===== src/rtl/hazard_pkg.sv =====
// Shared constants, shadow-stage record and forwarding-select helper for the
// ARM pipeline hazard controller.
package hazard_pkg;

  localparam int SHADOW_REG_W = 4;

  localparam logic [1:0] FWD_RF  = 2'b00;
  localparam logic [1:0] FWD_EX  = 2'b01;
  localparam logic [1:0] FWD_MEM = 2'b10;
  localparam logic [1:0] FWD_WB  = 2'b11;

  localparam logic [SHADOW_REG_W-1:0] REG_PC = 4'd15;

  typedef struct packed {
    logic [SHADOW_REG_W-1:0] dest;
    logic                    we;
    logic                    load;
  } shadow_t;

  // Youngest producer wins; the PC is always read from the PC path itself.
  function automatic logic [1:0] fwd_sel(
    input logic [SHADOW_REG_W-1:0] src,
    input logic                    used,
    input shadow_t                 ex,
    input shadow_t                 mem,
    input shadow_t                 wb
  );
    logic [1:0] sel;
    sel = FWD_RF;
    if (used && src != REG_PC) begin
      if (ex.we && ex.dest == src)        sel = FWD_EX;
      else if (mem.we && mem.dest == src) sel = FWD_MEM;
      else if (wb.we && wb.dest == src)   sel = FWD_WB;
    end
    return sel;
  endfunction

endpackage


===== src/rtl/hazard_shadow_pipe.sv =====
// Three-stage shadow of dest/we/load for the instructions in EX, MEM and WB,
// advancing in lock-step with the real pipeline registers.
module hazard_shadow_pipe
  import hazard_pkg::*;
(
  input  logic    clk,
  input  logic    reset,
  input  logic    bubble_i,
  input  shadow_t id_i,
  output shadow_t ex_o,
  output shadow_t mem_o,
  output shadow_t wb_o
);

  shadow_t ex_q, mem_q, wb_q;
  shadow_t ex_d;

  // A NOP-selected cu_mux means ID/EX receives zeroed control.
  assign ex_d = bubble_i ? shadow_t'('0) : id_i;

  always_ff @(posedge clk) begin
    if (reset) begin
      ex_q  <= '0;
      mem_q <= '0;
      wb_q  <= '0;
    end else begin
      ex_q  <= ex_d;
      mem_q <= ex_q;
      wb_q  <= mem_q;
    end
  end

  assign ex_o  = ex_q;
  assign mem_o = mem_q;
  assign wb_o  = wb_q;

endmodule


===== src/rtl/hazard_unit.sv =====
// Load-use stall, branch flush and operand forwarding for the 5-stage ARM
// pipeline, plus a saturating count of load-use stall cycles.
module hazard_unit
  import hazard_pkg::*;
#(
  parameter int REG_W = 4,
  parameter int CNT_W = 16
) (
  input  logic             clk,
  input  logic             reset,
  input  logic [REG_W-1:0] id_rn,
  input  logic [REG_W-1:0] id_rm,
  input  logic [REG_W-1:0] id_rd_src,
  input  logic             id_use_rn,
  input  logic             id_use_rm,
  input  logic             id_use_rd,
  input  logic             id_reg_write,
  input  logic             id_load,
  input  logic [REG_W-1:0] id_dest,
  input  logic             id_branch_taken,
  output logic             pc_enable,
  output logic             if_id_enable,
  output logic             cu_nop_select,
  output logic             if_id_flush,
  output logic [1:0]       fwd_a,
  output logic [1:0]       fwd_b,
  output logic [1:0]       fwd_c,
  output logic [CNT_W-1:0] stall_count
);

  shadow_t id_s, ex_s, mem_s, wb_s;
  logic    src_hit;
  logic    load_use;
  logic [CNT_W-1:0] stall_cnt_q, stall_cnt_d;

  assign id_s = '{dest: id_dest, we: id_reg_write, load: id_load};

  hazard_shadow_pipe u_shadow (
    .clk      (clk),
    .reset    (reset),
    .bubble_i (cu_nop_select),
    .id_i     (id_s),
    .ex_o     (ex_s),
    .mem_o    (mem_s),
    .wb_o     (wb_s)
  );

  assign src_hit = (id_use_rn && id_rn     == ex_s.dest) ||
                   (id_use_rm && id_rm     == ex_s.dest) ||
                   (id_use_rd && id_rd_src == ex_s.dest);

  // One bubble suffices: next cycle the load sits in MEM and is forwarded.
  assign load_use = !reset && ex_s.we && ex_s.load && ex_s.dest != REG_PC && src_hit;

  always_comb begin
    pc_enable     = 1'b1;
    if_id_enable  = 1'b1;
    cu_nop_select = 1'b0;
    if_id_flush   = 1'b0;
    fwd_a         = fwd_sel(id_rn,     id_use_rn, ex_s, mem_s, wb_s);
    fwd_b         = fwd_sel(id_rm,     id_use_rm, ex_s, mem_s, wb_s);
    fwd_c         = fwd_sel(id_rd_src, id_use_rd, ex_s, mem_s, wb_s);
    if (reset) begin
      pc_enable     = 1'b0;
      cu_nop_select = 1'b1;
      fwd_a         = FWD_RF;
      fwd_b         = FWD_RF;
      fwd_c         = FWD_RF;
    end else if (load_use) begin
      // A taken branch held in ID re-asserts once the stall clears.
      pc_enable     = 1'b0;
      if_id_enable  = 1'b0;
      cu_nop_select = 1'b1;
    end else begin
      if_id_flush   = id_branch_taken;
    end
  end

  always_comb begin
    stall_cnt_d = stall_cnt_q;
    if (load_use && stall_cnt_q != {CNT_W{1'b1}})
      stall_cnt_d = stall_cnt_q + CNT_W'(1);
  end

  always_ff @(posedge clk) begin
    if (reset) stall_cnt_q <= '0;
    else       stall_cnt_q <= stall_cnt_d;
  end

  assign stall_count = stall_cnt_q;

endmodule


===== config.mk =====
export PLATFORM = sky130hd
export DESIGN_NAME = hazard_unit
export DESIGN_NICKNAME = d
export VERILOG_FILES = /design/src/rtl/hazard_pkg.sv /design/src/rtl/hazard_shadow_pipe.sv /design/src/rtl/hazard_unit.sv
export SDC_FILE = /design/constraint.sdc
export NUM_CORES = 1
export LEC_CHECK = 0
export CAP_MARGIN = 20
export CORE_MARGIN = 5
export CORE_UTILIZATION = 52
export CTS_BUF_LIST = sky130_fd_sc_hd__clkbuf_16
export DETAILED_ROUTE_END_ITERATION = 10
export GPL_ROUTABILITY_DRIVEN = 0
export PLACE_DENSITY_LB_ADDON = 0.12
export REMOVE_ABC_BUFFERS = 1
export SYNTH_ARGS = -nofsm -noshare
export SYNTH_HDL_FRONTEND = slang
export SYNTH_SLANG_ARGS = --single-unit

===== constraint.sdc =====
create_clock -name clk -period 4.6 [get_ports clk]
set_clock_uncertainty 0.05 [all_clocks]
set_input_delay 0.92 -clock clk [delete_from_list [all_inputs] [get_ports clk]]
set_output_delay 0.92 -clock clk [all_outputs]
set_load 0.01 [all_outputs]

==> results of run 1 <==
-- state kept, by name, summed over array words and instances, names as in the netlist --
name and cells:
u_shadow.mem_o 5, u_shadow.ex_o 6, u_shadow.wb_o 5, stall_count 16
-- through the flow --
step | std cells | power [mW]
2_1_floorplan | 204 | 0.329
3_3_place_gp | 301 | 0.368
3_5_place_dp | 301 | 0.370
4_1_cts | 309 | 0.681
5_1_grt | 309 | 0.701
6_report | 309 | 0.679
-- layout make-up --
cell class	count	area (um2)	area share (%)
Clock inverter	3	15.0	0.605
Sequential cell	32	641	25.8
Timing Repair Buffer	51	505	20.4
Clock buffer	5	125	5.04
Tap cell	46	57.6	2.32
Multi-Input combinational cell	168	1120	45.3
Inverter	4	15.0	0.605
-- synthesized netlist by cell type, types with 2 or more instances --
cell type / n
a211oi_1: 3
a21oi_1: 9
a22oi_1: 3
and2_1: 9
and3_1: 2
and4_1: 2
buf_6: 2
clkbuf_1: 4
dfxtp_1: 32
inv_1: 4
mux2_2: 3
nand2_1: 12
nand3_1: 12
nand4_1: 8
nor2_1: 9
nor2b_1: 16
nor3_1: 6
nor4_1: 4
nor4_2: 3
o211ai_1: 2
o21ai_0: 8
o41ai_1: 2
or3_1: 7
or4_1: 3
xnor2_1: 7
xor2_1: 30
-- cell usage in the layout (no fill, tap or decap), types with 2 or more instances in the layout --
cell type,n
a21oi_1,9
and2_1,9
a211oi_1,3
inv_1,5
nor2b_1,16
o211ai_1,2
nand2_1,12
clkbuf_16,5
buf_4,2
and4_1,2
or4_1,3
xor2_1,30
xnor2_1,7
nand4_1,8
nor4_2,3
mux2_2,3
a22oi_1,3
nor3_1,6
o41ai_1,2
and3_1,2
clkdlybuf4s50_1,49
nor4_1,4
or3_1,7
nor2_1,9
dfxtp_1,32
o21ai_0,8
nand3_1,12
-- worst min-delay path, cell delays in order (launching register included) --
cell     delay, ns
dfxtp_1       0.32
o21ai_0       0.08
a21oi_1       0.06
-- per-layer routing --
metal / GRT usage [%] / part of all wire (%) / up-vias
li1: - / - / 858
met1: 29.1 / 49 / 803
met2: 30.3 / 46 / 53
met3: 4.35 / 4.5 / 5
met4: 6.94 / 1.2 / 0
met5: 0 / 0 / -
-- logic make-up after synthesis --
logic type,synth area share [%]
xor+xnor,17.8
simple gates,31.0
buf+inv,3.16
compound gates,10.4
mux,1.85
fa+ha+maj,0.686
flops,35.1
-- power by group through the flow --
stage | Combinational [mW] | Clock, mW | Sequential (mW)
final | 0.0715 | 0.314 | 0.293
after global routing | 0.0787 | 0.328 | 0.294
after CTS | 0.0717 | 0.317 | 0.293
after detailed placement | 0.0715 | 0 | 0.299
after global placement | 0.0699 | 0 | 0.298
after floorplan | 0.0331 | 0 | 0.295
-- worst max path at each step --
stage                        start           to  slack (ns)  cells after the start
after floorplan           id_rn[1]  if_id_flush        1.60                      5
after global placement    id_rn[1]  if_id_flush        0.55                      7
after detailed placement  id_rn[1]  if_id_flush        0.51                      7
after CTS                 id_rn[1]  if_id_flush        0.52                      7
after global routing      id_rn[1]  if_id_flush        0.34                      7
final                     id_rn[1]  if_id_flush        0.51                      7
==> results_dict.tcl, run 1 <==
set metrics [dict create \
    syn_inst 211 \
    finalSetupViolCount 0 \
    wirelength_mm 4.59 \
    place_area_um2 2340 \
    ys.flop_type "dfxtp_1" \
    start_util_pct 54.2 \
    synth_enable_flop_cells 0 \
    clock.fmax_mhz 244 \
    post-route-util_pct 73.8 \
    slowest_delay_ns 0.49 \
    cp_cell_sequence "clkdlybuf4s50_1 -> xor2_1 -> nor4_2 -> a32oi_1 -> and3_2 -> and2_1 -> clkdlybuf4s50_1" \
    tightest_slew_ns 0.530 \
    whs_ns 0.467 \
    diodes 0 \
    period_minus_slack_ns 4.09 \
    crit_family "buffers and inverters" \
    worst_slack_ns 0.509 \
    grt_max_degree 29 \
    synth_area_um2 1820 \
    ys_async_sr_fraction_pct 0 \
    end_kind "primary output" \
    drtIter0Drc 164 \
    final_layout_size_suffix_gt1_share_pct 5.70 \
    dpl_worst_slack_ns 0.513 \
    hold_depth 2 \
    grt_pass1_wl_mm 8.05 \
    r2r_setup_slack_ns 2.14 \
    r2r_cells 7 \
    place_hpwl_mm 3.45 \
    die_x_um 69.2 \
    tns_ns 0 \
    die_h_um 69.2 \
    cap_viol_max_count 0 \
    min_to "stall_count[9]$_SDFFE_PP0P_" \
    critical_path_required_ns 3.63 \
    hold_start "stall_count[9]$_SDFFE_PP0P_" \
    cts_made_buffers 5 \
    io_pins 50 \
    grt_use_total_pct 20.4 \
    power.internal_mw 0.519 \
    cpMaxStageDelayCell "clkdlybuf4s50_1" \
    timing.final.crit_share_pct 88.9 \
    synth_top_area_share_pct 35.1 \
    wl_per_cell_um 14.9 \
    grt_pass1_vias 1684 \
    htree_num_levels 2 \
    rr_startpoint "u_shadow.ex_o[3]$_SDFF_PP0_" \
    cts_resized 0 \
    grt-ovfl-total 0 \
    rsz0062_at_grt "false" \
    power_density_nw_per_um2 273 \
    crit_type "input pin to primary output" \
    clk_pin_slew_worst_paths_ns 0.05 \
    hold_buffers 0 \
    cts_max_path_buffers 2 \
    cts_tree "built" \
    port_buffers 49 \
    numClockSinks 32 \
    antenna_found_initial 0 \
    p_leak_nw 0.892 \
    core_area_um2 3360 \
    drv_slew 0 \
    p_sw_share_pct 23.5 \
    cpMostUsedCell "clkdlybuf4s50_1" \
    fillers 280 \
    syn_area_per_cell_um2 8.64 \
    worst_ir_drop_vdd_mv 0.286 \
    die_area_um2 4790 \
    synth_area_leader_cell "dfxtp_1" \
    avgViaCountPerCell 5.56 \
    r2r_end "stall_count[5]$_SDFFE_PP0P_" \
    clk_latency_ns 0.28 \
    path_max_fanout 9 \
    syn_to_final_growth_pct 36.2 \
    drc 0 \
    rows 21 \
    slew_headroom_pct 64.4 \
    ant_nets 0 \
    ys_types 35 \
    num-nets-final 287 \
    run_status "finished, final reports clean" \
    combPwrFrac_pct 10.5 \
    cts_setup_buffers 0 \
    root_buffer "clkbuf_16" \
    hold_viol_final 0 \
    hold_class "register to register" \
    dr.pass1.iters 4 \
    ys_seq_area_share_pct 35.1 \
    p_seq_share_pct 43.2 \
    num_vias 1719 \
    pwr-share-clk_pct 46.3 \
    final_cell_area_um2 2480 \
    cp.arrival_ns 3.12 \
    yosys_register_bits 32 \
    switchingPower_mw 0.159 \
    yosys_warnings 0 \
    cp_num_buf_inv 2 \
    startpoint_type "input pin" \
    synth.top_cells.by_area "dfxtp_1 35%, xor2_1 14%, nor2b_1 5.5%" \
]
No activity file was read; power rests on OpenSTA's default activity.
==> inputs of run 2 (changes only) <==
Settings changed: CORE_UTILIZATION 52 to 48.
Clock period 4.6 ns to 4.1 ns, I/O delays scaled along.
==> run 2 against run 1 <==
  * Register-to-register slack got worse by 0.44 ns
  * Clock power increased by 33%
  * Global-route usage decreased by 2.5 points
  * Sequential share of layout area decreased by 0.31 points
  * Final cell count increased by 0.65%
  * Hold slack got worse by 0.0055 ns
  * Flip-flop and latch count unchanged
  * Via count down 2.8%
  * Critical path depth unchanged
  * Critical path type unchanged
==> results_dict.tcl, run 2 (synthesized netlist as in run 1, its figures left out) <==
set metrics [dict create \
    rsz0062_at_grt "false" \
    period_minus_slack_ns 3.87 \
    num-nets-final 287 \
    hold_viol_final 0 \
    final_layout_size_suffix_gt1_share_pct 6.46 \
    worst_ir_drop_vdd_mv 0.269 \
    cts_made_buffers 5 \
    die_h_um 71.6 \
    path_max_fanout 9 \
    timing.final.crit_share_pct 94.5 \
    final_cell_area_um2 2510 \
    cp.arrival_ns 3.00 \
    grt-ovfl-total 0 \
    dpl_worst_slack_ns 0.222 \
    ant_nets 0 \
    drc 0 \
    grt_max_degree 29 \
    grt_pass1_vias 1579 \
    run_status "finished, final reports clean" \
    clk_pin_slew_worst_paths_ns 0.05 \
    clock.fmax_mhz 258 \
    io_pins 50 \
    hold_class "register to register" \
    diodes 0 \
    stdcell_count 311 \
    cts_max_path_buffers 2 \
    dp.cells 303 \
    r2r_cells 7 \
    syn_to_final_growth_pct 37.9 \
    critical_path_required_ns 3.23 \
    power_density_nw_per_um2 329 \
    cts_resized 0 \
    p_leak_nw 0.903 \
    grt_use_total_pct 17.9 \
    antenna_found_initial 0 \
    startpoint_type "input pin" \
    end_kind "primary output" \
    numClockSinks 32 \
    final_cell_mix "49 x clkdlybuf4s50_1, 32 x dfxtp_1, 30 x xor2_1" \
    dr.pass1.iters 4 \
    largest_reg_flops 16 \
    place_hpwl_mm 3.32 \
    worst_slack_ns 0.226 \
    cts_tree "built" \
    start_util_pct 49.8 \
    tightest_slew_ns 0.496 \
    slew_headroom_pct 66.1 \
    finalSetupViolCount 0 \
    cts_setup_buffers 0 \
    rows 22 \
    avgViaCountPerCell 5.37 \
    die_area_um2 5130 \
    hold_buffers 0 \
    wirelength_mm 4.34 \
    hold_depth 2 \
    whs_ns 0.462 \
    drtIter0Drc 131 \
    drv_slew 0 \
    die_x_um 71.6 \
    core_area_um2 3660 \
    clk_latency_ns 0.27 \
    wl_per_cell_um 13.9 \
    final_common_cell "clkdlybuf4s50_1" \
    root_buffer "clkbuf_16" \
    place_area_um2 2350 \
    htree_num_levels 2 \
    fillers 304 \
    tns_ns 0 \
    num_vias 1671 \
    port_buffers 49 \
    crit_type "input pin to primary output" \
    grt_pass1_wl_mm 7.35 \
    cap_viol_max_count 0 \
]
run 2: area by class of cell:
cell class | instances | area [um2] | share of cell area [%]
clock buffers | 5 | 125 | 4.98
clock inverters | 3 | 42.5 | 1.69
inverters | 4 | 15.0 | 0.597
multi-input cells | 168 | 1120 | 44.7
flip-flops and latches | 32 | 641 | 25.5
well taps | 48 | 60.1 | 2.39
repair buffers | 51 | 505 | 20.1
run 2: worst max-delay path, cell delays in order:
cell and delay, ns:
clkdlybuf4s50_1 0.50, xor2_1 0.21, nor4_2 0.37, a32oi_1 0.18, and3_2 0.28, and2_1 0.17, clkdlybuf4s50_1 0.47
run 2: path summary, 6_finish.rpt:
path / start / end / slack [ns]
setup / recovery: id_rn[1] / if_id_flush / 0.23
hold / removal: stall_count[7]$_SDFFE_PP0P_ / stall_count[7]$_SDFFE_PP0P_ / 0.46
setup reg to reg: u_shadow.ex_o[3]$_SDFF_PP0_ / stall_count[5]$_SDFFE_PP0P_ / 1.70
hold reg to reg: stall_count[7]$_SDFFE_PP0P_ / stall_count[7]$_SDFFE_PP0P_ / 0.46
run 2: per-layer routing:
layer | global-route usage [%] | share of wire, % | vias up
met2 | 26.5 | 44 | 47
met5 | 0 | 0 | -
met3 | 5.19 | 7.3 | 5
met1 | 25.1 | 48 | 761
li1 | - | - | 858
met4 | 5.01 | 0.97 | 0
run 2: report_power, final:
| part | switching (mW) | internal, mW | total [mW] |
|---|---|---|---|
| Sequential | 0.0106 | 0.318 | 0.329 |
| Clock | 0.132 | 0.285 | 0.417 |
| Combinational | 0.0356 | 0.0445 | 0.0800 |
| Total | 0.179 | 0.647 | 0.826 |
run 2: metrics by stage:
| step | power (mW) | util [%] |
|---|---|---|
| after detailed placement | 0.415 | 64.1 |
| final | 0.826 | 68.7 |
| after global placement | 0.414 | 64.1 |
| after floorplan | 0.369 | - |
| after global routing | 0.854 | 68.7 |
| after CTS | 0.837 | 68.7 |
==> inputs of run 3 (changes only) <==
Settings changed: CORE_ASPECT_RATIO set to 0.5.
==> run 3 against run 2 <==
  * Critical path depth is the same
  * Worst setup slack got worse by 0.091 ns
  * Register-to-register slack got worse by 0.18 ns
  * Sequential power barely moved
  * Routed wire length is 9.3% higher
  * Maximum frequency down 2.3%
  * Clock power shrank 2%
  * Non-clock buffer count is the same
  * First-iteration DRC count down 43%
  * Via count rose by 3.5%
  * Flip-flop and latch count did not move
  * Clock-buffer cell count stayed put
  * Critical path type unchanged
  * Critical endpoint unchanged
  * Highest routed layer unchanged
==> results_dict.tcl, run 3 (synthesized netlist as in run 1, its figures left out) <==
set metrics [dict create \
    clk_latency_ns 0.27 \
    die_h_um 53.6 \
    largest_reg_flops 16 \
    port_buffers 49 \
    grt_max_degree 29 \
    grt-ovfl-total 0 \
    cts_max_path_buffers 2 \
    grt_pass1_wl_mm 7.90 \
    ant_nets 0 \
    drc 0 \
    power_density_nw_per_um2 325 \
    startpoint_type "input pin" \
    cp_cell_sequence "clkdlybuf4s50_1 -> xor2_1 -> nor4_2 -> nand3_1 -> and3_2 -> and2_1 -> clkdlybuf4s50_1" \
    slew_headroom_pct 64.6 \
    clock.fmax_mhz 252 \
    clk_pin_slew_worst_paths_ns 0.05 \
    drtIter0Drc 75 \
    grt_use_met3_pct 5.43 \
    die_area_um2 5210 \
    period_minus_slack_ns 3.97 \
    path_max_fanout 9 \
    cts_setup_buffers 0 \
    htree_num_levels 2 \
    p_leak_nw 0.908 \
    cpMostUsedCell "clkdlybuf4s50_1" \
    antenna_found_initial 0 \
    diodes 0 \
    num_vias 1729 \
    wl_per_cell_um 15.1 \
    dr.pass1.iters 4 \
    root_buffer "clkbuf_16" \
    place_hpwl_mm 3.57 \
    grt_use_met1_pct 23.0 \
    grt_use_met2_pct 34.7 \
    num-nets-final 287 \
    start_util_pct 51.4 \
    power_mw 0.818 \
    tightest_slew_ns 0.518 \
    grt_pass1_vias 1681 \
    final_common_cell "clkdlybuf4s50_1" \
    grt_use_total_pct 19.3 \
    avgViaCountPerCell 5.51 \
    hold_buffers 0 \
    slowest_delay_ns 0.50 \
    drv_slew 0 \
    numClockSinks 32 \
    final_cell_mix "49 x clkdlybuf4s50_1, 32 x dfxtp_1, 30 x xor2_1" \
    cpMaxStageDelayCell "clkdlybuf4s50_1" \
    final_layout_size_suffix_gt1_share_pct 6.08 \
    syn_to_final_growth_pct 37.9 \
    wirelength_mm 4.74 \
    rsz0062_at_grt "false" \
    timing.final.crit_share_pct 96.7 \
    end_kind "primary output" \
    cts_resized 0 \
    run_status "finished, final reports clean" \
    finalSetupViolCount 0 \
    rows 15 \
    hold_class "register to register" \
    critical_path_required_ns 3.23 \
    tns_ns 0 \
    cts_tree "built" \
    crit_type "input pin to primary output" \
    core_area_um2 3550 \
    cts_made_buffers 5 \
    io_pins 50 \
    hold_viol_final 0 \
    grt_busiest_layer "met2" \
    die_x_um 97.2 \
    worst_ir_drop_vdd_mv 0.177 \
    cp.arrival_ns 3.10 \
    cap_viol_max_count 0 \
]
[run 3: cell types whose count changed in the layout (fill, tap and decap cells not counted), sizes merged]
cell	before	now
clkinvlp	1	0
inv	4	5
[run 3: through the flow]
stage | hold WS, ns | utilization, % | instance area, um2 | std cells | setup WS (ns)
after floorplan | 0.420 | - | 1780 | 204 | 1.30
after global placement | 0.435 | 66.2 | 2350 | 306 | 0.232
after detailed placement | 0.452 | 66.2 | 2350 | 306 | 0.185
after CTS | 0.461 | 70.9 | 2510 | 314 | 0.156
after global routing | 0.487 | 70.9 | 2510 | 314 | 0.0457
final | 0.462 | 70.9 | 2510 | 314 | 0.135
[run 3: report_power, final]
part / internal [mW] / switching (mW) / total [mW]
sequential: 0.318 / 0.0109 / 0.329
combinational: 0.0445 / 0.0364 / 0.0808
clock: 0.283 / 0.125 / 0.408
total: 0.645 / 0.172 / 0.818
[run 3: path summary, 6_finish.rpt]
path | cells past startpoint | end | slack [ns] | startpoint
worst min-delay path | 2 | stall_count[15]$_SDFFE_PP0P_ | 0.46 | stall_count[15]$_SDFFE_PP0P_
worst min register to register | 2 | stall_count[15]$_SDFFE_PP0P_ | 0.46 | stall_count[15]$_SDFFE_PP0P_
worst max register to register | 7 | stall_count[5]$_SDFFE_PP0P_ | 1.52 | u_shadow.ex_o[3]$_SDFF_PP0_
worst max-delay path | 7 | if_id_flush | 0.13 | id_rm[1]
[run 3: metal layers]
metal  up-vias  part of all wire (%)
met2        50                    47
met1       813                    47
met4         0                   1.6
met5         -                     0
li1        857                     -
met3         9                   5.3
[run 3: area by class of cell]
| cell class | instances | area, um2 |
|---|---|---|
| Tap cell | 51 | 63.8 |
| Timing Repair Buffer | 51 | 505 |
| Sequential cell | 32 | 641 |
| Inverter | 4 | 15.0 |
| Multi-Input combinational cell | 168 | 1120 |
| Clock buffer | 5 | 125 |
| Clock inverter | 3 | 38.8 |
| Fill cell | 286 | 1030 |
[run 3: worst max-delay path, delay by kind of cell]
family / cells / cell delay (ns)
XOR/XNOR: 1 / 0.20
buffers and inverters: 2 / 0.97
AND/OR/NAND/NOR: 4 / 1.10
